==> src/rtl/mac_pkg.sv <==
`default_nettype none
// ============================================================================
//  Module  : mac_pkg
//  Brief   : Shared constants, result type and saturating-add helper for the
//            pipelined multiply-accumulate block.
//  Rev     : 1.0  initial release
// ============================================================================

`ifndef MAC_PKG_SV
`define MAC_PKG_SV

// Elaboration-time guard: the accumulator must hold a full product, and the
// helper arithmetic below works in a 64-bit container.
`define MAC_CHECK_WIDTHS(DW, AW) \
    if (((AW) < 2 * (DW)) || ((AW) > 62)) begin : g_width_check \
        $error("mac_pipe_acc: ACC_W must satisfy 2*DATA_W <= ACC_W <= 62"); \
    end

package mac_pkg;

    localparam int MAC_MAX_W = 64;

    typedef struct packed {
        logic                        ovf;
        logic signed [MAC_MAX_W-1:0] sum;
    } sat_res_t;

    // Largest value representable in an accw-bit signed accumulator.
    function automatic logic signed [MAC_MAX_W-1:0] acc_max(input int accw);
        return (64'sd1 <<< (accw - 1)) - 64'sd1;
    endfunction

    // Smallest value representable in an accw-bit signed accumulator.
    function automatic logic signed [MAC_MAX_W-1:0] acc_min(input int accw);
        return -(64'sd1 <<< (accw - 1));
    endfunction

    // Adds two accw-bit values held sign-extended in 64 bits. The wide sum
    // cannot itself overflow, so the range test is exact. With saturate set
    // the result is clamped; otherwise the caller keeps the low accw bits.
    function automatic sat_res_t sat_add(input logic signed [MAC_MAX_W-1:0] a,
                                         input logic signed [MAC_MAX_W-1:0] b,
                                         input int                          accw,
                                         input logic                        saturate);
        sat_res_t                    r;
        logic signed [MAC_MAX_W-1:0] s;
        s     = a + b;
        r.ovf = (s > acc_max(accw)) || (s < acc_min(accw));
        r.sum = s;
        if (r.ovf && saturate) begin
            r.sum = s[MAC_MAX_W-1] ? acc_min(accw) : acc_max(accw);
        end
        return r;
    endfunction

endpackage

`endif

`default_nettype wire

==> src/rtl/mac_mul_stage.sv <==
`default_nettype none
// ============================================================================
//  Module  : mac_mul_stage
//  Brief   : Operand register (S1) followed by signed multiply register (S2);
//            valid and clear bits travel alongside the data.
//  Rev     : 1.0  initial release
// ============================================================================
module mac_mul_stage
    import mac_pkg::*;
#(
    parameter int DATA_W = 8
) (
    input  logic                       clk,
    input  logic                       reset_n,
    input  logic                       i_valid,
    input  logic                       i_clear,
    input  logic signed [DATA_W-1:0]   i_x,
    input  logic signed [DATA_W-1:0]   i_y,
    output logic signed [2*DATA_W-1:0] o_p,
    output logic                       o_valid,
    output logic                       o_clear
);

    logic signed [DATA_W-1:0]   r_s1_x;
    logic signed [DATA_W-1:0]   r_s1_y;
    logic                       r_s1_valid;
    logic                       r_s1_clear;
    logic signed [2*DATA_W-1:0] r_s2_p;
    logic                       r_s2_valid;
    logic                       r_s2_clear;
    logic signed [2*DATA_W-1:0] w_prod;

    // Operands are sign-extended before multiplying so the full product fits.
    assign w_prod = (2*DATA_W)'(r_s1_x) * (2*DATA_W)'(r_s1_y);

    // S1 captures the inputs, S2 captures the product; reset drops in-flight work.
    always_ff @(posedge clk) begin
        if (!reset_n) begin
            r_s1_x     <= '0;
            r_s1_y     <= '0;
            r_s1_valid <= 1'b0;
            r_s1_clear <= 1'b0;
            r_s2_p     <= '0;
            r_s2_valid <= 1'b0;
            r_s2_clear <= 1'b0;
        end else begin
            r_s1_x     <= i_x;
            r_s1_y     <= i_y;
            r_s1_valid <= i_valid;
            r_s1_clear <= i_clear;
            r_s2_p     <= w_prod;
            r_s2_valid <= r_s1_valid;
            r_s2_clear <= r_s1_clear;
        end
    end

    assign o_p     = r_s2_p;
    assign o_valid = r_s2_valid;
    assign o_clear = r_s2_clear;

endmodule
`default_nettype wire

==> src/rtl/mac_pipe_acc.sv <==
`default_nettype none
// ============================================================================
//  Module  : mac_pipe_acc
//  Brief   : 3-stage pipelined signed multiply-accumulate with optional
//            dot-product framing, saturating or wrapping accumulation and a
//            sticky overflow flag.
//  Rev     : 1.0  initial release
// ============================================================================
module mac_pipe_acc
    import mac_pkg::*;
#(
    parameter int DATA_W   = 8,
    parameter int ACC_W    = 19,
    parameter int VEC_LEN  = 0,
    parameter int SATURATE = 0
) (
    input  logic                     clk,
    input  logic                     reset_n,
    input  logic                     in_valid,
    input  logic signed [DATA_W-1:0] x,
    input  logic signed [DATA_W-1:0] y,
    input  logic                     macc_clear,
    output logic signed [ACC_W-1:0]  acc_out,
    output logic                     acc_valid,
    output logic                     overflow
);

    `MAC_CHECK_WIDTHS(DATA_W, ACC_W)

    localparam int                 C_CNT_W  = (VEC_LEN > 0) ? $clog2(VEC_LEN + 1) : 1;
    localparam bit                 C_FRAMED = (VEC_LEN > 0);
    localparam logic [C_CNT_W-1:0] C_CNT_LAST = C_CNT_W'(VEC_LEN);

    logic signed [2*DATA_W-1:0] w_p;
    logic                       w_p_valid;
    logic                       w_p_clear;
    logic signed [ACC_W-1:0]    w_sp;
    sat_res_t                   w_add;
    logic                       w_unused_sum_hi;

    logic signed [ACC_W-1:0]    r_acc;
    logic [C_CNT_W-1:0]         r_cnt;
    logic                       r_ovf;
    logic                       r_vld;

    logic signed [ACC_W-1:0]    w_acc_nxt;
    logic [C_CNT_W-1:0]         w_cnt_nxt;
    logic                       w_ovf_nxt;
    logic                       w_vld_nxt;

    mac_mul_stage #(
        .DATA_W (DATA_W)
    ) u_mul (
        .clk     (clk),
        .reset_n (reset_n),
        .i_valid (in_valid),
        .i_clear (macc_clear),
        .i_x     (x),
        .i_y     (y),
        .o_p     (w_p),
        .o_valid (w_p_valid),
        .o_clear (w_p_clear)
    );

    assign w_sp  = ACC_W'(w_p);
    assign w_add = sat_add(64'(r_acc), 64'(w_sp), ACC_W, (SATURATE != 0));
    // Bits above ACC_W are only a by-product of the 64-bit helper.
    assign w_unused_sum_hi = ^w_add.sum[MAC_MAX_W-1:ACC_W];

    // S3 next state: clear beats load beats accumulate; completing a frame
    // pulses acc_valid and rewinds the count so the next sample loads.
    always_comb begin
        w_acc_nxt = r_acc;
        w_cnt_nxt = r_cnt;
        w_ovf_nxt = r_ovf;
        w_vld_nxt = 1'b0;
        if (w_p_clear && !w_p_valid) begin
            w_acc_nxt = '0;
            w_cnt_nxt = '0;
            w_ovf_nxt = 1'b0;
        end else if (w_p_clear) begin
            w_acc_nxt = w_sp;
            w_cnt_nxt = C_CNT_W'(1);
            w_ovf_nxt = 1'b0;
        end else if (w_p_valid && C_FRAMED && (r_cnt == '0)) begin
            w_acc_nxt = w_sp;
            w_cnt_nxt = C_CNT_W'(1);
        end else if (w_p_valid) begin
            w_acc_nxt = w_add.sum[ACC_W-1:0];
            w_cnt_nxt = r_cnt + C_CNT_W'(1);
            w_ovf_nxt = r_ovf | w_add.ovf;
        end
        if (C_FRAMED && w_p_valid && (w_cnt_nxt == C_CNT_LAST)) begin
            w_vld_nxt = 1'b1;
            w_cnt_nxt = '0;
        end
        if (!C_FRAMED) begin
            w_cnt_nxt = '0;
        end
    end

    // Accumulator, frame counter and flag registers.
    always_ff @(posedge clk) begin
        if (!reset_n) begin
            r_acc <= '0;
            r_cnt <= '0;
            r_ovf <= 1'b0;
            r_vld <= 1'b0;
        end else begin
            r_acc <= w_acc_nxt;
            r_cnt <= w_cnt_nxt;
            r_ovf <= w_ovf_nxt;
            r_vld <= w_vld_nxt;
        end
    end

    assign acc_out   = r_acc;
    assign acc_valid = r_vld;
    assign overflow  = r_ovf;

endmodule
`default_nettype wire

==> config.mk <==
export PLATFORM = sky130hd
export DESIGN_NAME = mac_pipe_acc
export DESIGN_NICKNAME = d
export VERILOG_FILES = /design/src/rtl/mac_pkg.sv /design/src/rtl/mac_mul_stage.sv /design/src/rtl/mac_pipe_acc.sv
export SDC_FILE = /design/constraint.sdc
export NUM_CORES = 1
export LEC_CHECK = 0
export ABC_AREA = 1
export CAP_MARGIN = 10
export CORE_ASPECT_RATIO = 1.75
export CORE_MARGIN = 2
export CORE_UTILIZATION = 55
export CTS_CLUSTER_SIZE = 40
export DETAILED_ROUTE_END_ITERATION = 8
export GPL_TIMING_DRIVEN = 0
export PLACE_DENSITY = 0.75
export SYNTH_ARGS = -nofsm -noshare
export SYNTH_HDL_FRONTEND = slang
export SYNTH_HIERARCHICAL = 1
export SYNTH_SLANG_ARGS = --single-unit
==> constraint.sdc <==
create_clock -name clk -period 12.3 [get_ports clk]
set_clock_uncertainty 0.1 [all_clocks]
set_input_delay 2.46 -clock clk [delete_from_list [all_inputs] [get_ports clk]]
set_output_delay 2.46 -clock clk [all_outputs]
set_load 0.01 [all_outputs]
==> results of run 1 <==
==> power breakdown <==
group	internal (W)	switching, W
logic	0.0000786	0.000129
clock network	0.0000775	0.0000732
registers	0.000197	0.0000102
==> worst max-delay path by stage <==
stage                                from  depth (start not counted)                       end  slack [ps]
2_1_floorplan  u_mul/r_s1_y[2]$_SDFF_PN0_                         18  u_mul/o_p[15]$_SDFF_PN0_        8220
3_3_place_gp   u_mul/r_s1_y[2]$_SDFF_PN0_                         19  u_mul/o_p[15]$_SDFF_PN0_        7830
3_5_place_dp   u_mul/r_s1_x[7]$_SDFF_PN0_                         17  u_mul/o_p[15]$_SDFF_PN0_        7700
4_1_cts        u_mul/r_s1_x[7]$_SDFF_PN0_                         17  u_mul/o_p[15]$_SDFF_PN0_        7660
5_1_grt        u_mul/r_s1_x[7]$_SDFF_PN0_                         17  u_mul/o_p[15]$_SDFF_PN0_        7340
6_report       u_mul/r_s1_y[2]$_SDFF_PN0_                         17  u_mul/o_p[15]$_SDFF_PN0_        7640
==> worst reg2reg max path, stage by stage (launching register included) <==
cell      delay [ps]
dfxtp_1          310
clkbuf_1         320
nand2_1          180
inv_1            160
fa_1             460
inv_1            250
fa_1             500
fa_1             530
fa_1             560
inv_1             50
ha_1             330
nand2_1          120
nor2_2           150
nand2_1           90
a21oi_2          170
nor2_1           100
a21oi_1          120
nor2_1            60
==> sequential cells by signal (all words and copies together) (netlist names) <==
name / count
acc_out: 19
overflow: 1
u_mul/o_clear: 1
u_mul/o_p: 16
u_mul/o_valid: 1
u_mul/r_s1_clear: 1
u_mul/r_s1_valid: 1
u_mul/r_s1_x: 8
u_mul/r_s1_y: 8
==> per-stage QoR <==
stage,instances,cell area (um2),setup slack (ps),util,hold WS (ps)
finish,989,6427,7640,0.6278,313.1
global placement,981,6275,7833,0.6129,296.3
floorplan,815,5725,8220,-,290.5
global route,989,6427,7343,0.6278,324.4
detailed placement,981,6275,7700,0.6129,300.7
CTS,989,6427,7660,0.6278,317.4
==> area by class of cell <==
type	count	area [um2]	share of cell area
repair buffers	39	390.4	0.06074
multi-input cells	538	3761	0.5852
inverters	197	740.7	0.1152
plain buffers	24	102.6	0.01596
clock buffers	5	125.1	0.01947
flip-flops and latches	56	1121	0.1744
well taps	127	158.9	0.02472
clock inverters	3	27.53	0.004283
==> cells in the mapped netlist, drive strengths merged (6+ instances only) <==
library cell	instances
ha	48
a22oi	8
clkbuf	18
inv	195
nand3	33
o21ai	19
a21oi	54
nor2	53
dfxtp	56
fa	56
buf	6
nand2	230
nand3b	8
==> cell usage in the layout (no fill, tap or decap), types with 3 or more instances in the layout <==
cell type          n
a22oi_1            8
dfxtp_1           56
a21oi_1           48
o21ai_0           12
nand3b_1           8
clkdlybuf4s50_1   39
inv_1            193
a31oi_1            5
nand3_1           27
a21o_1             3
o21bai_1           4
nand2_2           11
nor2_1            47
clkbuf_1          18
ha_1              48
nor2_2             6
a21oi_2            6
nand2_1          219
buf_2              4
o21ai_1            5
fa_1              56
clkbuf_16          5
nand3_2            6
==> logic make-up after synthesis <==
logic type | Yosys count | share of synthesized area
other cells | 1 | 0.0006550
xor+xnor | 1 | 0.001530
buf+inv | 221 | 0.1473
fa+ha+maj | 104 | 0.3007
simple gates | 335 | 0.2542
flops | 56 | 0.1958
compound gates | 97 | 0.09987
==> metal layers <==
metal  GRT usage  part of all wire  vias to the layer above
met5           0                 0                        -
met4      0.1401             0.050                        0
met3     0.03320             0.032                       49
met2      0.4967              0.57                      135
met1      0.2671              0.35                     2420
li1            -                 -                     2539
==> run metrics, run 1 <==
status=finished clean; Period minus WS final=approximately 4700 ps; io pins=41; proportion of netlist area held by the largest area contributor=0.1958; worst-path fanout max=8; Max Fclk=214.6 MHz; vias in the first global route=approximately 5200; final worst path period share=0.3788; Hold EP=u_mul/o_clear$_SDFF_PN0_; layout cells sized above 1=0.06497; Hold Vio Cnt, Final=0; Post-CTS Setup Bufs=0; max-cap violation count=0; fill count=921; slowest CP cell=fa_1; Port Buffers=39; CTS Hold Buffers Added=0; DR vias=5143; Crit path top cell by count=fa_1; synthesized flop and latch total=56; Clock Tree Root=clkbuf_16; clock latency at the later pin of the worst-skew pair=~300 ps; Rows=49; Final TNS setup=0 ps; critical path arrival=roughly 4800 ps; TritonCTS Buffers=5; Final Setup Violations=0; Post-synth EDFFs=0; critical path buffer and inverter count=4; vias per inst=5.200; initial antenna violation count=0; DIE HEIGHT=139.0 um; sequential area share after synthesis=0.1958; cell count after synthesis=815; Synth area leaders=dfxtp_1 20%, fa_1 20%, nand2_1 14%; die width=81.13 um; Post-synth ARST share=0; post-route ant nets=0; Slowest Stage Delay on Critical Path=560 ps; clk sink count=56; Pwr Total=0.0005659 W; Slew HR=0.6070; grt ovf=0; starting DRC count in detailed routing=roughly 210; synth unique cells=39; Starting Density=0.5592; measured slew at the worst slew-check pin=589.4 ps; min-delay src=u_mul/r_s1_clear$_SDFF_PN0_; unrepaired setup endpoints after global routing=no; Worst Path Required=between 10000 and 15000 ps; Final Max Slew Viols=0; reg2reg path depth=17; area grow syn2layout=12.26%; clock buffer depth=2; post_cts resized=0; reg2reg end=u_mul/o_p[15]$_SDFF_PN0_; worst r2r src=u_mul/r_s1_y[2]$_SDFF_PN0_; CP Capture Type=register; Worst setup SP type=register; Synth Net Count=939; Core Box Area=10240 um2; worst reg-to-reg setup slack=7640 ps; CTS tree=done; per-cell routed wire length=~14 um; Hold Crit Depth=2; final WL=roughly 13000 um; Final nets=985; crit-path cells=clkbuf_1, nand2_1, inv_1, fa_1, inv_1, fa_1, fa_1, fa_1, inv_1, ha_1, nand2_1, nor2_2, nand2_1, a21oi_2, nor2_1, a21oi_1, nor2_1; Ant. Diodes=0; top cell type by total area after synthesis=dfxtp_1; DR pass1 iterations=4; Worst Path Class, Setup=register to register; Final GP Congestion=just under 1; Hold Path Class=register to register; post-DP HPWL=11270 um; first-pass GRT wire length=23180 um; top_reg_cell synth=dfxtp_1; Leak=3.653 nW; H-tree Lvls=2; total track usage=0.2632; YS warnings=6; largest net degree at the start of global routing=20; Synth Cell Area=5725 um2; worst vdd ir=0.05705 mV; # DRC=0; Mean Syn Cell Area=7.025 um2; kind of cell adding the most delay to the critical path=adder cells; Pwr per Cell Area=between 80 and 90 nW/um2; die area=roughly 11000 um2; Worst-path clk slew=80 ps
(Power assumes the default switching activity.)
==> inputs of run 2 (changes only) <==
==> constraint.sdc (replaced) <==
create_clock -name clk -period 4.5 [get_ports clk]
set_clock_uncertainty 0.1 [all_clocks]
set_input_delay 0.9 -clock clk [delete_from_list [all_inputs] [get_ports clk]]
set_output_delay 0.9 -clock clk [all_outputs]
set_load 0.01 [all_outputs]
==> run 2 against run 1 <==
Critical path depth is 1 higher. Setup slack lost 7400 ps. Sequential power grew to 2.8 times the previous value. Die area is the same. Register-to-register slack lost 7400 ps. Clock-buffer cell count unchanged. Via count fell by 0.58%. Routed wire length is 0.11% lower. Global-route usage barely moved. Clock power rose to 2.7 times the previous value. Flip-flop and latch count did not move. Critical endpoint unchanged.
==> run metrics, run 2 (synthesis gave the netlist of run 1 again) <==
most frequent cells in the layout=217 x nand2_1, 191 x inv_1, 56 x fa_1, 51 x dfxtp_1; Worst Path Class, Setup=register to register; clock latency at the later pin of the worst-skew pair=300 ps (about the same); Final nets=970 (-1.5%); H-tree Lvls=2 (unchanged); max-cap violation count=0 (unchanged); Max Fclk=234.5 MHz (+9.3%); post-DP HPWL=11270 um (unchanged); Placement Cell Area=6275 um2 (unchanged); total track usage=0.2633 (about the same); Post-CTS Setup Bufs=0 (unchanged); Final Setup Violations=0 (unchanged); Port Buffers=39 (unchanged); Rows=49 (unchanged); post-route cell area=6414 um2 (-0.21%); first-pass GRT wire length=23200 um (about the same); DIE HEIGHT=139.0 um (unchanged); measured slew at the worst slew-check pin=585.2 ps (-4.201 ps); per-cell routed wire length=13.82 um (+1.4%); Hold Path Class=register to register; Pwr per Cell Area=243.6 nW/um2 (+180%); grt ovf=0 (unchanged); CTS Hold Buffers Added=0 (unchanged); TritonCTS Buffers=5 (unchanged); die area=11270 um2 (unchanged); critical path buffer and inverter count=5 (+1); Worst Path Required=4600 ps (-7800 ps); Worst setup SP type=register; post_cts resized=0 (unchanged); unrepaired setup endpoints after global routing=no; post-route ant nets=0 (unchanged); clk sink count=56 (unchanged); Period minus WS final=4265 ps (-395.2 ps); initial antenna violation count=0 (unchanged); Starting Density=0.5592 (unchanged); Leak=3.633 nW (-0.56%); max reg flops=19 (unchanged); Final Max Slew Viols=0 (unchanged); vias per inst=5.249 (+0.95%); Final GP Congestion=0.9739 (unchanged); most common cell after layout, fill and taps aside=nand2_1; CTS tree=done; area grow syn2layout=12.02%; Hold Vio Cnt, Final=0 (unchanged); vias in the first global route=5219 (-0.31%); Core Box Area=10240 um2 (unchanged); slowest CP cell=fa_1; DR vias=5113 (-0.58%); largest net degree at the start of global routing=20 (unchanged); critical path arrival=4370 ps (-390 ps); status=finished clean; Slew HR=0.6098 (+0.002802); CP Capture Type=register; kind of cell adding the most delay to the critical path=adder cells; worst-path fanout max=8 (unchanged); layout cells sized above 1=0.08146 (+0.01650); final worst path period share=0.9477 (+0.5688); Final TNS setup=0 ps (unchanged); Pwr Total=0.001562 W (+180%); clock buffer depth=2 (unchanged); final WL=13460 um (-0.11%); # DRC=0 (unchanged); worst vdd ir=0.1570 mV (+180%); crit-path cells=nand2_2, inv_1, fa_1, inv_2, fa_1, inv_1, fa_1, inv_1, fa_1, inv_1, ha_4, nand2_2, nor2_2, nand2_1, a21oi_2, nor2_1, a21oi_1, nor2_1; starting DRC count in detailed routing=225 (+5.1%); Ant. Diodes=0 (unchanged); io pins=41 (unchanged); die width=81.13 um (unchanged); Slowest Stage Delay on Critical Path=550 ps (about the same); Worst-path clk slew=80 ps (about the same); DR pass1 iterations=5 (+1); final core occ=0.6264 (-0.001344); Clock Tree Root=clkbuf_16
==> run 2: cell types whose count changed in the layout (fill, tap and decap cells not counted) <==
| cell | before | now |
|---|---|---|
| nand2_2 | 11 | 13 |
| ha_2 | 0 | 1 |
| inv_1 | 193 | 191 |
| nand2_1 | 219 | 217 |
| dfxtp_1 | 56 | 51 |
| clkbuf_1 | 18 | 3 |
| ha_1 | 48 | 45 |
| ha_4 | 0 | 2 |
| inv_2 | 2 | 4 |
| a21oi_2 | 6 | 7 |
| dfxtp_2 | 0 | 5 |
| a21oi_1 | 48 | 47 |
==> run 2: area by class of cell <==
type	count	area, um2
sequential	56	1127
timing repair buffer	39	390.4
inverter	197	740.7
clock inverter	3	27.53
buffer	9	46.29
multi-input combinational	538	3797
tap	127	158.9
clock buffer	5	125.1
fill	917	3825
==> run 2: worst paths after layout <==
path              slack, ps                       end  cells past startpoint                        start
setup / recovery        240  u_mul/o_p[15]$_SDFF_PN0_                     18   u_mul/r_s1_y[2]$_SDFF_PN0_
hold / removal          310  u_mul/o_clear$_SDFF_PN0_                      2  u_mul/r_s1_clear$_SDFF_PN0_
setup reg to reg        240  u_mul/o_p[15]$_SDFF_PN0_                     18   u_mul/r_s1_y[2]$_SDFF_PN0_
hold reg to reg         310  u_mul/o_clear$_SDFF_PN0_                      2  u_mul/r_s1_clear$_SDFF_PN0_
==> run 2: power breakdown <==
part	total [W]	switching, W	internal (W)
Clock	0.000414	0.000202	0.000212
Sequential	0.000583	0.0000440	0.000539
Combinational	0.000565	0.000343	0.000222
==> run 2: per-stage QoR <==
stage / hold WS [ps] / instances / setup WS (ps)
after floorplan: 290.5 / 815 / 419.8
after global placement: 296.3 / 981 / 32.66
after detailed placement: 300.7 / 981 / -100.1
after CTS: 317.4 / 985 / 21.93
after global routing: 324.4 / 974 / 11.60
final: 312.8 / 974 / 235.4
==> run 2: routing by layer <==
layer  vias up  track usage  part of all wire
li1       2507            -                 -
met1      2405       0.2655              0.35
met2       148       0.4993              0.57
met3        53      0.03516             0.038
met4         0       0.1365             0.050
met5         -            0                 0
==> run 2: worst min-delay path, cell delays in order, from the launching register on <==
cell	delay (ps)
dfxtp_1	310
nand2_1	40
inv_1	40
==> inputs of run 3 (changes only) <==
--- a/config.mk
+++ b/config.mk
@@ -5,7 +5,6 @@
 export SDC_FILE = /design/constraint.sdc
 export NUM_CORES = 1
 export LEC_CHECK = 0
-export ABC_AREA = 1
 export CAP_MARGIN = 10
 export CORE_ASPECT_RATIO = 1.75
 export CORE_MARGIN = 2
@@ -13,7 +12,7 @@
 export CTS_CLUSTER_SIZE = 40
 export DETAILED_ROUTE_END_ITERATION = 8
 export GPL_TIMING_DRIVEN = 0
-export PLACE_DENSITY = 0.75
+export PLACE_DENSITY = 0.76
 export SYNTH_ARGS = -nofsm -noshare
 export SYNTH_HDL_FRONTEND = slang
 export SYNTH_HIERARCHICAL = 1
==> run 3 against run 2 <==
Register-to-register slack worse by 70 ps. Flip-flop and latch count did not move. Setup slack worse by 69 ps. Clock power fell by 6.8%. Utilization grew 2.4 points. Via count shrank 14%. Clock-buffer cell count rose by 1.
==> run metrics, run 3 <==
Internal Power=0.001013 W (+4.2%); final WL=12330 um (-8.4%); register area=1139 um2 (+1.0%); area grow syn2layout=14.78%; Clock Tree Root=clkbuf_16; Starting Density=0.5668 (+0.007595); critical path arrival=4450 ps (+80 ps); vias in the first global route=4676 (-10%); DR pass1 iterations=4 (-1); Commonest cells post-synth=91 x inv_1, 69 x and2_1, 56 x dfxtp_1, 56 x fa_1, 48 x ha_1; post-route cell area=6160 um2 (-4.0%); synthesized flop and latch total=56 (unchanged); status=finished clean; H-tree Lvls=2 (unchanged); Synth Cell Area=5366 um2 (-6.3%); max reg flops=19 (unchanged); Final GP Congestion=0.9226 (-5.3%); min-delay src=u_mul/r_s1_valid$_SDFF_PN0_; most common cell after layout, fill and taps aside=inv_1; Final nets=780 (-20%); per-cell routed wire length=15.83 um (+15%); Worst Path Class, Setup=register to register; synth unique cells=63 (+62%); initial antenna violation count=0 (unchanged); Rows=47 (-4.1%); Non-Filler Instances=779 (-20%); grt ovf=0 (unchanged); post-placement cell count=768 (-22%); worst-path fanout max=8 (unchanged); proportion of netlist area held by the largest area contributor=0.2089 (+0.01310); Synth Net Count=731 (-22%); vias per inst=5.651 (+7.6%); net switching power=0.0005622 W (-4.6%); Worst setup SP type=register; Pwr per Cell Area=255.8 nW/um2 (+5.0%); Period minus WS final=4334 ps (+69.08 ps); post-route ant nets=0 (unchanged); slowest CP cell=fa_1; Post-synth EDFFs=0 (unchanged); Port Buffers=39 (unchanged); first-pass GRT wire length=20690 um (-11%); Hold Vio Cnt, Final=0 (unchanged); Final TNS setup=0 ps (unchanged); Ant. Diodes=0 (unchanged); layout cells sized above 1=0.08524 (+0.003772); post-DP HPWL=10230 um (-9.2%); Slowest Stage Delay on Critical Path=580 ps (+30 ps); crit path from=u_mul/r_s1_y[5]$_SDFF_PN0_; die area=10590 um2 (-6.0%); Crit path top cell by count=fa_1; YS warnings=6 (unchanged); measured slew at the worst slew-check pin=855.2 ps (+270.0 ps); largest net degree at the start of global routing=18 (-10%); reg2reg path depth=13 (-5); setup ws final=166.3 ps (-69.08 ps); worst r2r src=u_mul/r_s1_y[5]$_SDFF_PN0_; starting DRC count in detailed routing=140 (-38%); TritonCTS Buffers=5 (unchanged); # DRC=0 (unchanged); io pins=41 (unchanged); max-cap violation count=0 (unchanged); cell with the most instances after synthesis=inv_1; CTS tree=done; Mean Syn Cell Area=8.841 um2 (+26%); die width=78.67 um (-3.0%); Hold Crit Depth=1 (-1); Final Setup Violations=0 (unchanged); worst vdd ir=0.1854 mV (+18%); switching share of power=0.3569 (-0.02047); Max Fclk=230.7 MHz (-1.6%); Worst-path clk slew=70 ps (about the same); CTS Hold Buffers Added=0 (unchanged); Core Box Area=9468 um2 (-7.5%); Hold Path Class=register to register; clock latency at the later pin of the worst-skew pair=290 ps (about the same); CP Capture Type=register; clock group share of total power=0.245 (-0.020); clk sink count=56 (unchanged); Post-synth ARST share=0 (unchanged); total track usage=0.2485 (-0.01480); Placement Cell Area=5909 um2 (-5.8%); DIE HEIGHT=134.7 um (-3.1%); Slew HR=0.4278 (-0.1820); pre-CTS setup slack=-172.0 ps (-71.91 ps); clock buffer depth=2 (unchanged); top cell type by total area after synthesis=dfxtp_1; final worst path period share=0.9630 (+0.01535); most frequent cells in the layout=89 x inv_1, 68 x and2_1, 56 x fa_1, 46 x dfxtp_1, 45 x ha_1; top_reg_cell synth=dfxtp_1; combinational power share=0.384 (+0.022); crit-path cells=and2_1, fa_1, inv_1, fa_1, fa_1, fa_1, inv_1, ha_2, a21o_1, a221o_1, a21o_1, o21ai_1, nor3b_2; Worst Path Required=4620 ps (+20 ps); Leak=2.830 nW (-22%); fill count=797 (-13%); DR vias=4402 (-14%); multi-input logic area=3897 um2 (+2.6%); cell count after synthesis=607 (-26%); Final Max Slew Viols=0 (unchanged); Synth area leaders=dfxtp_1 21%, fa_1 21%, ha_1 11%; Reg power frac=0.371 (-0.002); sequential area share after synthesis=0.2089 (+0.01310)
[run 3: cell types whose count changed in the layout (fill, tap and decap cells not counted), sizes merged, moves of 7 or more]
cell / previous run / this run
xnor2: 1 / 16
a21o: 3 / 12
nand3: 33 / 9
o22ai: 0 / 7
clkbuf: 8 / 16
a21oi: 54 / 34
a211oi: 0 / 7
inv: 196 / 93
and2: 2 / 69
nand2: 230 / 42
nor2b: 0 / 8
nor2: 53 / 24
[run 3: final cells by class]
cell class / count / share of cell area
Multi-Input combinational cell: 444 / 0.6327
Sequential cell: 56 / 0.1848
Timing Repair Buffer: 42 / 0.06703
Inverter: 94 / 0.05728
Tap cell: 122 / 0.02478
Clock buffer: 6 / 0.02092
Buffer: 13 / 0.01016
Clock inverter: 2 / 0.002234
[run 3: cells by family after synthesis]
logic type / count (synthesis) / share of synthesized area
DFF: 56 / 0.2089
AOI/OAI and AO/OA: 118 / 0.1481
other: 1 / 0.0006988
buffers and inverters: 107 / 0.07741
muxes: 6 / 0.01212
xor gates and xnor gates: 21 / 0.03427
and+or+nand+nor: 194 / 0.1977
adders and majority gates: 104 / 0.3208
[run 3: per-layer routing]
metal	track usage	wire length, um
met4	0.1374	624
met3	0.02206	281
met1	0.2413	4266
met5	0	0
met2	0.4948	7160
[run 3: stage by stage]
stage               power, W  hold slack [ps]  utilization
global route        0.001690            357.1       0.6506
global placement    0.001147            316.3       0.6242
finish              0.001575            340.5       0.6506
floorplan           0.001022            311.9            -
detailed placement  0.001173            326.9       0.6242
CTS                 0.001565            344.8       0.6419
[run 3: path summary, 6_finish.rpt]
| check | end | slack, ps |
|---|---|---|
| setup / recovery | u_mul/o_p[15]$_SDFF_PN0_ | 170 |
| hold / removal | u_mul/o_valid$_SDFF_PN0_ | 340 |
| setup reg to reg | u_mul/o_p[15]$_SDFF_PN0_ | 170 |
| hold reg to reg | u_mul/o_valid$_SDFF_PN0_ | 340 |
[run 3: repair_timing]
| action | CTS | global route |
|---|---|---|
| resized for setup | 8 | 21 |
| pin swaps | 0 | 4 |
| setup endpoints to repair | 4 | 6 |
| setup buffers | 0 | 3 |
[run 3: power groups by stage]
stage / Clock [W] / Sequential (W) / Combinational, W
floorplan: 0 / 0.000581 / 0.000442
global placement: 0 / 0.000592 / 0.000556
detailed placement: 0 / 0.000594 / 0.000579
CTS: 0.000391 / 0.000582 / 0.000591
global route: 0.000417 / 0.000590 / 0.000684
finish: 0.000386 / 0.000584 / 0.000605
[run 3: critical path: cells and delay by family, from the launching register on]
kind	cells	cell delay, ps
buffers and inverters	2	110
flip-flops	1	380
AO/OA/AOI/OAI	4	850
AND/OR/NAND/NOR	2	400
adder cells (fa/ha/maj)	5	2410
